`src/rtl/cluster_tx_scheduler.sv`:
```
`timescale 1ns/1ps
`default_nettype none
// ============================================================================
// Module   : cluster_tx_scheduler
// Purpose  : Captures the eight packer clusters of each BX, keeps the valid
//            ones, queues them in a small FIFO and serialises them one per
//            handshake onto a single trigger link. Every word carries the two
//            BX LSBs; clusters lost to a full FIFO are counted.
// Ports    : clock4x         - 160 MHz clock, the only clock
//            global_reset_n  - asynchronous active-low reset
//            cluster_strobe  - first clock4x cycle of a BX, capture point
//            cluster0..7     - {cnt[2:0], adr[10:0]}, cluster0 highest priority
//            tx_ready        - link accepts tx_data this cycle
//            tx_valid        - tx_data holds a cluster
//            tx_data         - {bx_tag[1:0], cnt[2:0], adr[10:0]}
//            fifo_count      - registered FIFO occupancy (0..FIFO_DEPTH)
//            overflow_cnt    - saturating count of clusters dropped on full
// Params   : FIFO_DEPTH (power of 2, 8..16 so the count fits 5 bits)
//            ADR_LIMIT  (cluster valid iff adr < ADR_LIMIT)
// Options  : CLUSTER_SCHED_OVERFLOW_CNT_EN - build the overflow counter;
//            when undefined overflow_cnt is tied to 0.
// Revision : 1.0 - initial release
// ============================================================================
module cluster_tx_scheduler #(
    parameter int FIFO_DEPTH = 16,
    parameter int ADR_LIMIT  = 1536
) (
    input  logic        clock4x,
    input  logic        global_reset_n,
    input  logic        cluster_strobe,
    input  logic [13:0] cluster0,
    input  logic [13:0] cluster1,
    input  logic [13:0] cluster2,
    input  logic [13:0] cluster3,
    input  logic [13:0] cluster4,
    input  logic [13:0] cluster5,
    input  logic [13:0] cluster6,
    input  logic [13:0] cluster7,
    input  logic        tx_ready,
    output logic        tx_valid,
    output logic [15:0] tx_data,
    output logic [4:0]  fifo_count,
    output logic [15:0] overflow_cnt
);

    localparam int          PW          = $clog2(FIFO_DEPTH);
    localparam logic [4:0]  C_DEPTH     = 5'(FIFO_DEPTH);
    localparam logic [11:0] C_ADR_LIMIT = 12'(ADR_LIMIT);

    typedef enum logic [2:0] {
        ST_IDLE = 3'd0,
        ST_W0   = 3'd1,
        ST_W1   = 3'd2,
        ST_W2   = 3'd3,
        ST_W3   = 3'd4
    } phase_t;

    // ------------------------------------------------------------------
    // Capture stage
    // ------------------------------------------------------------------
    logic [13:0] w_in [8];
    logic [7:0]  w_vmask;
    logic [13:0] r_slot [8];
    logic [7:0]  r_vmask;
    logic [1:0]  r_bx_tag;

    assign w_in[0] = cluster0;
    assign w_in[1] = cluster1;
    assign w_in[2] = cluster2;
    assign w_in[3] = cluster3;
    assign w_in[4] = cluster4;
    assign w_in[5] = cluster5;
    assign w_in[6] = cluster6;
    assign w_in[7] = cluster7;

    always_comb begin
        w_vmask = '0;
        for (int i = 0; i < 8; i++) begin
            w_vmask[i] = ({1'b0, w_in[i][10:0]} < C_ADR_LIMIT);
        end
    end

    always_ff @(posedge clock4x or negedge global_reset_n) begin
        if (!global_reset_n) begin
            for (int i = 0; i < 8; i++) begin
                r_slot[i] <= '0;
            end
            r_vmask  <= '0;
            r_bx_tag <= '0;
        end else if (cluster_strobe) begin
            for (int i = 0; i < 8; i++) begin
                r_slot[i] <= w_in[i];
            end
            r_vmask  <= w_vmask;
            r_bx_tag <= r_bx_tag + 2'd1;
        end
    end

    // ------------------------------------------------------------------
    // Phase FSM: offers one pair of slots per cycle. A new strobe restarts
    // at W0, which silently abandons the pairs not yet offered.
    // ------------------------------------------------------------------
    phase_t     r_state;
    phase_t     w_state_nxt;
    logic       w_offer;
    logic [1:0] w_pair;

    always_ff @(posedge clock4x or negedge global_reset_n) begin
        if (!global_reset_n) begin
            r_state <= ST_IDLE;
        end else begin
            r_state <= w_state_nxt;
        end
    end

    always_comb begin
        w_state_nxt = r_state;
        w_offer     = 1'b0;
        w_pair      = 2'd0;
        case (r_state)
            ST_IDLE: w_state_nxt = ST_IDLE;
            ST_W0: begin
                w_offer     = 1'b1;
                w_pair      = 2'd0;
                w_state_nxt = ST_W1;
            end
            ST_W1: begin
                w_offer     = 1'b1;
                w_pair      = 2'd1;
                w_state_nxt = ST_W2;
            end
            ST_W2: begin
                w_offer     = 1'b1;
                w_pair      = 2'd2;
                w_state_nxt = ST_W3;
            end
            ST_W3: begin
                w_offer     = 1'b1;
                w_pair      = 2'd3;
                w_state_nxt = ST_IDLE;
            end
            default: w_state_nxt = ST_IDLE;
        endcase
        if (cluster_strobe) begin
            w_state_nxt = ST_W0;
        end
    end

    // ------------------------------------------------------------------
    // Write arbitration against the registered occupancy. A pop in the
    // same cycle is deliberately not credited, keeping free space off the
    // tx_ready path.
    // ------------------------------------------------------------------
    logic [2:0]  w_idx_lo;
    logic [2:0]  w_idx_hi;
    logic        w_vlo;
    logic        w_vhi;
    logic [15:0] w_word_lo;
    logic [15:0] w_word_hi;
    logic [4:0]  w_free;
    logic        w_wr0;
    logic        w_wr1;
    logic [15:0] w_wr0_data;
    logic [1:0]  w_nwr;

    logic [15:0]   r_mem [FIFO_DEPTH];
    logic [PW-1:0] r_wr_ptr;
    logic [PW-1:0] r_rd_ptr;
    logic [4:0]    r_count;

    assign w_idx_lo  = {w_pair, 1'b0};
    assign w_idx_hi  = {w_pair, 1'b1};
    assign w_vlo     = w_offer & r_vmask[w_idx_lo];
    assign w_vhi     = w_offer & r_vmask[w_idx_hi];
    assign w_word_lo = {r_bx_tag, r_slot[w_idx_lo]};
    assign w_word_hi = {r_bx_tag, r_slot[w_idx_hi]};
    assign w_free    = C_DEPTH - r_count;

    // Port 0 always takes the lowest-numbered surviving slot, so with one
    // free entry the higher slot of a valid pair is the one dropped.
    always_comb begin
        w_wr0      = 1'b0;
        w_wr1      = 1'b0;
        w_wr0_data = w_word_lo;
        if (w_vlo && w_vhi) begin
            w_wr0 = (w_free >= 5'd1);
            w_wr1 = (w_free >= 5'd2);
        end else if (w_vlo) begin
            w_wr0 = (w_free >= 5'd1);
        end else if (w_vhi) begin
            w_wr0      = (w_free >= 5'd1);
            w_wr0_data = w_word_hi;
        end
    end

    assign w_nwr = {1'b0, w_wr0} + {1'b0, w_wr1};

    always_ff @(posedge clock4x) begin
        if (w_wr0) begin
            r_mem[r_wr_ptr] <= w_wr0_data;
        end
        if (w_wr1) begin
            r_mem[r_wr_ptr + PW'(1)] <= w_word_hi;
        end
    end

    // ------------------------------------------------------------------
    // Output register: reloads whenever it is empty or being accepted.
    // ------------------------------------------------------------------
    logic        w_load;
    logic        w_pop;
    logic        r_tx_valid;
    logic [15:0] r_tx_data;

    assign w_load = ~r_tx_valid | tx_ready;
    assign w_pop  = w_load & (r_count != 5'd0);

    always_ff @(posedge clock4x or negedge global_reset_n) begin
        if (!global_reset_n) begin
            r_wr_ptr   <= '0;
            r_rd_ptr   <= '0;
            r_count    <= '0;
            r_tx_valid <= 1'b0;
            r_tx_data  <= '0;
        end else begin
            r_wr_ptr <= r_wr_ptr + PW'(w_nwr);
            r_rd_ptr <= r_rd_ptr + PW'(w_pop);
            r_count  <= r_count + 5'(w_nwr) - 5'(w_pop);
            if (w_load) begin
                r_tx_valid <= w_pop;
                r_tx_data  <= w_pop ? r_mem[r_rd_ptr] : 16'h0000;
            end
        end
    end

    assign tx_valid   = r_tx_valid;
    assign tx_data    = r_tx_data;
    assign fifo_count = r_count;

    // ------------------------------------------------------------------
    // Overflow counter
    // ------------------------------------------------------------------
`ifdef CLUSTER_SCHED_OVERFLOW_CNT_EN
    logic [1:0]  w_drop;
    logic [16:0] w_ovf_sum;
    logic [15:0] r_ovf;

    // Offered-valid minus written is exactly the number rejected for space.
    assign w_drop    = ({1'b0, w_vlo} + {1'b0, w_vhi}) - w_nwr;
    assign w_ovf_sum = {1'b0, r_ovf} + 17'(w_drop);

    always_ff @(posedge clock4x or negedge global_reset_n) begin
        if (!global_reset_n) begin
            r_ovf <= '0;
        end else if (w_drop != 2'd0) begin
            r_ovf <= w_ovf_sum[16] ? 16'hFFFF : w_ovf_sum[15:0];
        end
    end

    assign overflow_cnt = r_ovf;
`else
    assign overflow_cnt = 16'h0000;
`endif

endmodule

`default_nettype wire

```
`config.mk`:
```
export PLATFORM = sky130hd
export DESIGN_NAME = cluster_tx_scheduler
export DESIGN_NICKNAME = d
export VERILOG_FILES = /design/src/rtl/cluster_tx_scheduler.sv
export SDC_FILE = /design/constraint.sdc
export NUM_CORES = 1
export LEC_CHECK = 0
export BUFFER_PORTS_ARGS = -buffer_cell sky130_fd_sc_hd__buf_2
export CAP_MARGIN = 20
export CORE_AREA = 8 8 192 285
export DETAILED_ROUTE_END_ITERATION = 8
export DIE_AREA = 0 0 200 293
export PLACE_DENSITY = 0.54
export SYNTH_ARGS = -nofsm -noshare
export SYNTH_HDL_FRONTEND = slang
export SYNTH_SLANG_ARGS = --single-unit
```
`constraint.sdc`:
```
create_clock -name clock4x -period 9.7 [get_ports clock4x]
set_clock_uncertainty 0.15 [all_clocks]
set_input_delay 1.94 -clock clock4x [delete_from_list [all_inputs] [get_ports clock4x]]
set_output_delay 1.94 -clock clock4x [all_outputs]
set_load 0.02 [all_outputs]
```
==> flow_summary.json, run 1 <==
{
  "status": "finished clean",
  "synth-seq-cells": 411,
  "synthFlopType": "edfxtp_1",
  "placedCellCount": 1927,
  "grt-ovfl-total": 0,
  "cts-hold-fix-buffers": 0,
  "place_hpwl_mm": 32.3,
  "final_cell_mix": "edfxtp_1, mux2_2, dfrtp_1",
  "holdCritPathClass": "register to register",
  "via_per_inst": 5.37,
  "grt_usage": 0.176,
  "ios": 154,
  "cp_max_fo": 17,
  "yosys.area.top_type": "edfxtp_1",
  "drive_gt1_frac": 0.452,
  "required_ns": 10.02,
  "coreArea_mm2": 0.0504,
  "regArea_mm2": 0.0116,
  "nets": 1435,
  "die_w_um": 200,
  "grt_pass1_vias": 11960,
  "period_share": 0.460,
  "setup_violations": 0,
  "powerDensity_mw_per_mm2": 281,
  "cts_buffer_depth": 3,
  "antenna_left": 0,
  "worstMarginPinSlew_ns": 0.999,
  "reg2regPathDepth": 19,
  "ir_worst_vdd_mv": 0.137,
  "post_cts_buffers": 0,
  "syn2layout_area_growth_pct": 13.1,
  "post_cts_resized": 0,
  "root_buffer": "clkbuf_16",
  "clock_latency_ns": 0.55,
  "slew_viol_final": 0,
  "cts_buffers": 41,
  "yosys_warnings": 0,
  "drt_pre_antenna_iters": 5,
  "synthArstFlopShare": 0.377,
  "numClockSinks": 411,
  "port_buffers": 137,
  "fp-row-count": 101,
  "route.detailed.drc": 0,
  "cts_tree": "done",
  "multiInputGateArea_mm2": 0.00784,
  "dieHeight_um": 293,
  "h-tree-depth": 2,
  "wirelength_mm": 50.6,
  "synthCells": 1190,
  "power.leakage_nw": 8.31,
  "critPathArrivalTime_ns": 4.78,
  "gp_congestion": 0.728,
  "vias": 10755,
  "slew_headroom": 0.333,
  "crit_path_end_kind": "register",
  "max_freq_ghz": 0.224,
  "fillers": 4477,
  "initial_core_util": 0.395,
  "syn_avg_cell_area_um2": 16.8,
  "yosys.area.top_type_share": 0.386,
  "p_total_mw": 6.33,
  "hold_viol_final": 0,
  "startpoint_type": "register",
  "final_common_cell": "edfxtp_1",
  "critPathKind": "register to register",
  "synth_edf_count": 256,
  "worst_slack_ns": 5.24,
  "antenna_found_initial": 8,
  "final_cell_count_no_fill": 2003,
  "synthTopCellsByArea": "edfxtp_1, dfrtp_1, mux2_2",
  "synthesis.area_mm2": 0.0199,
  "final_util": 0.447,
  "drt-initial-drc-count": 515,
  "grt_pass1_wl_mm": 77.5,
  "setup_tns_ns": 0,
  "place_ws_ns": 4.92,
  "ys_seq_area_frac": 0.580,
  "grt_max_degree": 84,
  "path_clk_slew_ns": 0.07,
  "post_drt_wl_per_cell_um": 25.3,
  "synth_cell_type_count": 54,
  "max_cap_violations": 0,
  "rsz0062_at_grt": "no",
  "min_path_cells": 1,
  "min_period_ns": 4.46,
  "die_area_mm2": 0.0586
}
[cell usage after synthesis, types with 5 or more instances]
cell	count
nor2b_1	5
clkbuf_1	62
mux2_2	245
mux4_2	92
nor3_1	5
edfxtp_1	256
a21o_1	18
nor2_1	23
inv_1	13
buf_2	11
xor2_1	5
mux2_1	91
a31oi_2	7
ha_1	16
nand2_1	19
buf_4	25
a31oi_4	9
nand2b_1	6
buf_6	11
xnor2_1	7
a31oi_1	9
dfrtp_1	155
mux2i_1	34
o22ai_1	20
[final timing paths]
check / from / endpoint / slack [ns]
worst max-delay path: fifo_count[2] / fifo_count[4] / 5.24
worst min-delay path: tx_data[10] / tx_data[10] / 0.32
worst max register to register: fifo_count[2] / fifo_count[4] / 5.24
worst min register to register: tx_data[10] / tx_data[10] / 0.32
max in group asynchronous: global_reset_n / r_slot[32] / 6.62
min in group asynchronous: global_reset_n / r_vmask[5] / 1.32
[stage by stage]
stage                     hold WS [ns]  cell area (µm²)
after floorplan                  0.325            20000
after CTS                        0.327            22500
after global placement           0.311            21200
final                            0.320            22500
after detailed placement         0.312            21200
after global routing             0.348            22500
[worst max-delay path: stages, from the launching register on]
cell and delay (ns):
dfrtp_1 0.51, inv_1 0.12, ha_1 0.20, and2_1 0.15, ha_1 0.27, nand2b_1 0.14
a2111oi_4 0.07, a21oi_4 0.75, nand2_1 0.29, inv_2 0.18, ha_1 0.17, inv_1 0.04
ha_1 0.26, inv_1 0.04, ha_1 0.20, fa_1 0.42, a21oi_1 0.14, nor2_1 0.05
nor2_1 0.11, xnor2_1 0.12
[layout make-up]
class,instances,area share
Timing Repair Buffer,166,0.0405
Inverter,14,0.00233
Clock inverter,17,0.00855
Clock buffer,56,0.0501
Sequential cell,411,0.513
Multi-Input combinational cell,667,0.348
Antenna cell,3,0.000333
Tap cell,669,0.0371
[registers in the layout (all words and copies together), names as in the netlist]
name,count
r_rd_ptr,4
r_mem,256
r_state,3
tx_valid,1
r_bx_tag,2
r_wr_ptr,4
r_vmask,8
r_slot,112
fifo_count,5
tx_data,16
[cells by family (layout without fill, tap and decap cells)]
group | count (synthesis) | in the layout | synth area share
AOI/OAI and AO/OA | 84 | 84 | 0.0395
xor gates and xnor gates | 12 | 12 | 0.00527
adders and majority gates | 18 | 18 | 0.0121
buffers and inverters | 127 | 253 | 0.0335
DFF | 411 | 411 | 0.580
muxes | 462 | 462 | 0.311
other | 1 | 19 | 0.000188
and+or+nand+nor | 75 | 75 | 0.0185
[power breakdown]
| part | leakage (nW) | total (mW) | switching, mW | internal [mW] |
|---|---|---|---|---|
| registers | 4.13 | 2.52 | 0.206 | 2.32 |
| logic | 3.54 | 2.21 | 1.23 | 0.977 |
| clock network | 0.638 | 1.60 | 0.679 | 0.924 |
| total | 8.31 | 6.33 | 2.12 | 4.22 |
[routing by layer]
metal | GRT usage | up-vias | wire [µm]
li1 | - | 4823 | -
met1 | 0.211 | 5634 | 20300
met2 | 0.322 | 236 | 27100
met3 | 0.0313 | 56 | 2300
met4 | 0.0379 | 6 | 819
met5 | 0 | - | 37
(Power assumes the default switching activity.)
==> run 2, diff against run 1 <==
--- a/config.mk
+++ b/config.mk
@@ -5,11 +5,12 @@
 export SDC_FILE = /design/constraint.sdc
 export NUM_CORES = 1
 export LEC_CHECK = 0
+export ABC_AREA = 1
 export BUFFER_PORTS_ARGS = -buffer_cell sky130_fd_sc_hd__buf_2
 export CAP_MARGIN = 20
-export CORE_AREA = 8 8 192 285
+export CORE_AREA = 8 8 198 294
 export DETAILED_ROUTE_END_ITERATION = 8
-export DIE_AREA = 0 0 200 293
+export DIE_AREA = 0 0 206 302
 export PLACE_DENSITY = 0.54
 export SYNTH_ARGS = -nofsm -noshare
 export SYNTH_HDL_FRONTEND = slang
==> constraint.sdc (replaced) <==
create_clock -name clock4x -period 4.4 [get_ports clock4x]
set_clock_uncertainty 0.15 [all_clocks]
set_input_delay 0.88 -clock clock4x [delete_from_list [all_inputs] [get_ports clock4x]]
set_output_delay 0.88 -clock clock4x [all_outputs]
set_load 0.02 [all_outputs]
==> flow_summary.json, run 2 <==
{
  "status": "finished clean",
  "fp-row-count": 105,
  "vias": 18522,
  "final_cell_mix": "nand2_1, nand3_1, edfxtp_1",
  "startpoint_type": "register",
  "die_w_um": 206,
  "intPower_mw": 8.96,
  "yosys.area.top_type_share": 0.362,
  "via_per_inst": 5.62,
  "post_cts_buffers": 0,
  "period_share": 0.863,
  "final_cell_count_no_fill": 3295,
  "max_cap_violations": 0,
  "top_register": "r_mem",
  "slew_viol_final": 0,
  "reg2regPathDepth": 22,
  "synth-seq-cells": 411,
  "synth_cell_type_count": 34,
  "cts_buffer_depth": 3,
  "antenna_found_initial": 0,
  "ir_worst_vdd_mv": 0.457,
  "final_common_cell": "nand2_1",
  "synthArstFlopShare": 0.377,
  "p_comb_frac": 0.382,
  "power_frac_clock": 0.246,
  "synth_commonest_cells": "nand2_1, nand3_1, edfxtp_1",
  "dieHeight_um": 302,
  "yosysMostFrequentCell": "nand2_1",
  "critPathArrivalTime_ns": 4.12,
  "synthesis.area_mm2": 0.0212,
  "antenna_left": 0,
  "slew_headroom": 0.270,
  "setup_violations": 0,
  "place_hpwl_mm": 46.1,
  "gp_congestion": 0.836,
  "post_cts_resized": 0,
  "grt_max_degree": 211,
  "path_clk_slew_ns": 0.06,
  "diodes": 0,
  "synth_edf_count": 256,
  "required_ns": 4.72,
  "power.net_switching_mw": 6.15,
  "powerDensity_mw_per_mm2": 634,
  "wirelength_mm": 70.0,
  "post_drt_wl_per_cell_um": 21.2,
  "setup_tns_ns": 0,
  "route.detailed.drc": 0,
  "drt_pre_antenna_iters": 5,
  "ys_seq_area_frac": 0.545,
  "grt_usage": 0.222,
  "cts-hold-fix-buffers": 0,
  "critPathKind": "register to register",
  "cts_tree": "done",
  "crit_path_end_kind": "register",
  "switching_share": 0.407,
  "grt-ovfl-total": 0,
  "cp_max_fo": 5,
  "synthCells": 2518,
  "min_period_ns": 3.80,
  "die_area_mm2": 0.0622,
  "initial_core_util": 0.392,
  "h-tree-depth": 2,
  "yosys.area.top_type": "edfxtp_1",
  "ios": 154,
  "syn2layout_area_growth_pct": 12.2,
  "synthFlopType": "edfxtp_1",
  "grt_pass1_wl_mm": 108,
  "port_buffers": 137,
  "rsz0062_at_grt": "no",
  "coreArea_mm2": 0.0541,
  "largest_reg_flops": 256,
  "nets": 2701,
  "worstMarginPinSlew_ns": 1.09,
  "yosys_warnings": 0,
  "drt-initial-drc-count": 1512,
  "seq_power_share": 0.372,
  "holdCritPathClass": "input port to asynchronous set/reset pin",
  "hold_viol_final": 0,
  "max_freq_ghz": 0.263,
  "cts_buffers": 43,
  "whs_ns": 0.194,
  "grt_pass1_vias": 18497,
  "root_buffer": "clkbuf_16",
  "clock_latency_ns": 0.55,
  "placedCellCount": 3216,
  "numClockSinks": 411,
  "drive_gt1_frac": 0.118,
  "syn_avg_cell_area_um2": 8.43,
  "power.leakage_nw": 10.4,
  "synthTopCellsByArea": "edfxtp_1, dfrtp_1, nand2_1",
  "final_util": 0.440
}
[run 2: area by class of cell]
cell class                      instances  area, µm²
Sequential cell                       411      11600
Multi-Input combinational cell       1832       8450
Timing Repair Buffer                  204       1250
Fill cell                            5445      30300
Tap cell                              695        870
Inverter                               75        285
Clock buffer                           58       1200
Clock inverter                         20        208
[run 2: power by group through the flow]
stage	sequential [mW]	combinational, mW	clock, mW
6_report	5.63	5.77	3.71
5_1_grt	5.71	6.37	3.91
4_1_cts	5.63	5.76	3.78
3_5_place_dp	5.71	5.75	0
3_3_place_gp	5.68	5.66	0
2_1_floorplan	5.61	3.79	0
[run 2: worst paths after layout]
path | to | slack [ns] | start
setup / recovery | fifo_count[4] | 0.60 | fifo_count[0]
hold / removal | r_slot[100] | 0.19 | global_reset_n
setup reg to reg | fifo_count[4] | 0.60 | fifo_count[0]
hold reg to reg | r_slot[63] | 0.32 | r_slot[63]
max in group asynchronous | r_vmask[6] | 3.06 | global_reset_n
min in group clock4x | r_slot[63] | 0.32 | r_slot[63]
[run 2: critical path, cell delays in order (launching register included)]
cell and delay, ns:
dfrtp_1 0.40, inv_1 0.11, ha_1 0.24, nand2_1 0.06
inv_1 0.04, ha_1 0.26, nand3_1 0.07, nor2_1 0.10
nand3_1 0.10, nor2_1 0.21, nor2_4 0.06, nand2_1 0.13
inv_4 0.05, ha_1 0.30, inv_1 0.05, ha_1 0.26
inv_1 0.04, ha_1 0.20, fa_1 0.40, a21oi_1 0.16
nor2_1 0.05, nor2_1 0.11, xor2_1 0.15
[run 2: logic make-up after synthesis]
| kind of cell | after synthesis | share of synthesized area |
|---|---|---|
| and+or+nand+nor | 1491 | 0.300 |
| buffers and inverters | 290 | 0.0601 |
| AOI/OAI and AO/OA | 298 | 0.0800 |
| adders and majority gates | 18 | 0.0113 |
| DFF | 411 | 0.545 |
| other | 1 | 0.000177 |
| xor gates and xnor gates | 9 | 0.00371 |
[run 2: metrics by stage]
| step | cell area, µm² | total power [mW] | worst slack [ns] |
|---|---|---|---|
| 2_1_floorplan | 21300 | 9.39 | 0.636 |
| 3_3_place_gp | 22400 | 11.3 | 0.651 |
| 3_5_place_dp | 22400 | 11.5 | 0.608 |
| 4_1_cts | 23800 | 15.2 | 0.580 |
| 5_1_grt | 23800 | 16.0 | 0.254 |
| 6_report | 23800 | 15.1 | 0.603 |
[run 2: metal layers]
layer | vias to the layer above | wire length, µm | share of wire | global-route usage
met1 | 8928 | 26200 | 0.37 | 0.258
met5 | - | 0 | 0 | 0
met3 | 188 | 4260 | 0.061 | 0.0253
met4 | 0 | 3240 | 0.046 | 0.104
li1 | 8631 | - | - | -
met2 | 775 | 36300 | 0.52 | 0.402
==> run 3, diff against run 2 <==
--- a/config.mk
+++ b/config.mk
@@ -9,6 +9,7 @@
 export BUFFER_PORTS_ARGS = -buffer_cell sky130_fd_sc_hd__buf_2
 export CAP_MARGIN = 20
 export CORE_AREA = 8 8 198 294
+export CTS_BUF_LIST = sky130_fd_sc_hd__clkbuf_4 sky130_fd_sc_hd__clkbuf_8
 export DETAILED_ROUTE_END_ITERATION = 8
 export DIE_AREA = 0 0 206 302
 export PLACE_DENSITY = 0.54
==> flow_summary.json, run 3 (synthesis gave the netlist of run 2 again) <==
{
  "post_cts_resized": 0,
  "drt-initial-drc-count": 1622,
  "grt_max_degree": 211,
  "crit-reg2reg-launch": "fifo_count[0]",
  "slew_viol_final": 0,
  "reg2regPathDepth": 22,
  "status": "finished clean",
  "critical_path_buf_inv_count": 5,
  "max_freq_ghz": 0.262,
  "place_ws_ns": 0.608,
  "rsz0062_at_grt": "no",
  "vias": 18701,
  "final_area_mm2": 0.0238,
  "period_share": 0.866,
  "hold_viol_final": 0,
  "numClockSinks": 411,
  "antenna_left": 0,
  "multiInputGateArea_mm2": 0.00845,
  "regArea_mm2": 0.0116,
  "min_period_ns": 3.81,
  "max_stage_delay_ns": 0.40,
  "setup_tns_ns": 0,
  "h-tree-depth": 3,
  "worst_slack_ns": 0.589,
  "final_cell_mix": "nand2_1, nand3_1, edfxtp_1",
  "nets": 2725,
  "startpoint_type": "register",
  "path_clk_slew_ns": 0.07,
  "fillers": 5489,
  "drt_pre_antenna_iters": 6,
  "gp_congestion": 0.836,
  "p_comb_frac": 0.385,
  "syn2layout_area_growth_pct": 12.3,
  "crit_top_cell": "ha_1",
  "crit_path_end_kind": "register",
  "crit_chain": "inv_1, ha_1, nand2_1, inv_1, ha_1, nand3_1, nor2_1, nand3_1, nor2_1, nor2_4, nand2_1, inv_4, ha_1, inv_1, ha_1, inv_1, ha_1, fa_1, a21oi_1, nor2_1, nor2_1, xor2_1",
  "initial_core_util": 0.392,
  "worstMarginPinSlew_ns": 1.11,
  "r2r_setup_slack_ns": 0.59,
  "port_buffers": 137,
  "intPower_mw": 8.76,
  "post_cts_buffers": 0,
  "wirelength_mm": 70.4,
  "root_buffer": "clkbuf_8",
  "grt_pass1_vias": 18703,
  "route.detailed.drc": 0,
  "ios": 154,
  "cts_tree": "done",
  "drive_gt1_frac": 0.134,
  "switching_share": 0.415,
  "power.leakage_nw": 10.5,
  "cts_buffers": 67,
  "largest_reg_flops": 256,
  "power.net_switching_mw": 6.22,
  "coreArea_mm2": 0.0541,
  "placedCellCount": 3216,
  "slew_headroom": 0.258,
  "crit_family": "adder cells",
  "via_per_inst": 5.60,
  "critPathKind": "register to register",
  "startpoint": "fifo_count[0]",
  "ir_worst_vdd_mv": 0.459,
  "required_ns": 4.81,
  "final_util": 0.440,
  "place_hpwl_mm": 46.1,
  "final_cell_count_no_fill": 3340,
  "powerDensity_mw_per_mm2": 629,
  "cts_buffer_depth": 3,
  "cp_max_fo": 5,
  "grt_usage": 0.225,
  "crit_slowest_cell": "dfrtp_1",
  "dieHeight_um": 302,
  "setup_violations": 0,
  "antenna_found_initial": 1,
  "holdCritPathClass": "input port to asynchronous set/reset pin",
  "power_frac_clock": 0.239,
  "critPathArrivalTime_ns": 4.22,
  "die_area_mm2": 0.0622,
  "die_w_um": 206,
  "final_common_cell": "nand2_1",
  "clock_latency_ns": 0.63,
  "fp-row-count": 105,
  "worst_r2r_endpoint": "fifo_count[4]",
  "post_drt_wl_per_cell_um": 21.1,
  "crit_path_end": "fifo_count[4]",
  "cts-hold-fix-buffers": 0,
  "seq_power_share": 0.375,
  "max_cap_violations": 0,
  "top_register": "r_mem",
  "crit_cells": 22,
  "placed_area_mm2": 0.0224,
  "grt-ovfl-total": 0,
  "grt_pass1_wl_mm": 109
}
run 3: cell count changes in the layout (fill, tap and decap cells not counted), sizes merged:
cell / delta
inv: +2
clkbuf: +36
diode: +1
clkinv: +7
bufinv: -1
run 3: through the flow:
stage | power (mW) | hold slack [ns]
global route | 15.9 | 0.182
floorplan | 9.39 | 0.292
CTS | 15.1 | 0.133
global placement | 11.3 | 0.305
finish | 15.0 | 0.110
detailed placement | 11.5 | 0.309
run 3: worst min path at each step:
stage,startpoint,endpoint,slack [ns]
2_1_floorplan,r_slot[0],r_slot[0],0.29
3_3_place_gp,r_slot[57],r_slot[57],0.31
3_5_place_dp,r_slot[83],r_slot[83],0.31
4_1_cts,global_reset_n,r_slot[100],0.13
5_1_grt,global_reset_n,r_slot[100],0.18
6_report,global_reset_n,r_slot[100],0.11
run 3: layout make-up:
type | count | share of cell area
Clock buffer | 94 | 0.0501
Multi-Input combinational cell | 1832 | 0.354
Sequential cell | 411 | 0.485
Tap cell | 695 | 0.0365
Timing Repair Buffer | 204 | 0.0523
Clock inverter | 28 | 0.00945
Inverter | 75 | 0.0120
Antenna cell | 1 | 0.000105
run 3: layer usage:
layer	vias to the layer above	track usage	wire, µm
met2	790	0.406	36800
li1	8688	-	-
met1	9046	0.258	26300
met5	-	0	0
met3	177	0.0336	4470
met4	0	0.103	2880
run 3: power by group through the flow:
stage	Clock, mW	Combinational [mW]	Sequential [mW]
4_1_cts	3.66	5.78	5.63
3_3_place_gp	0	5.66	5.68
2_1_floorplan	0	3.79	5.61
3_5_place_dp	0	5.75	5.71
5_1_grt	3.81	6.39	5.70
6_report	3.59	5.78	5.63
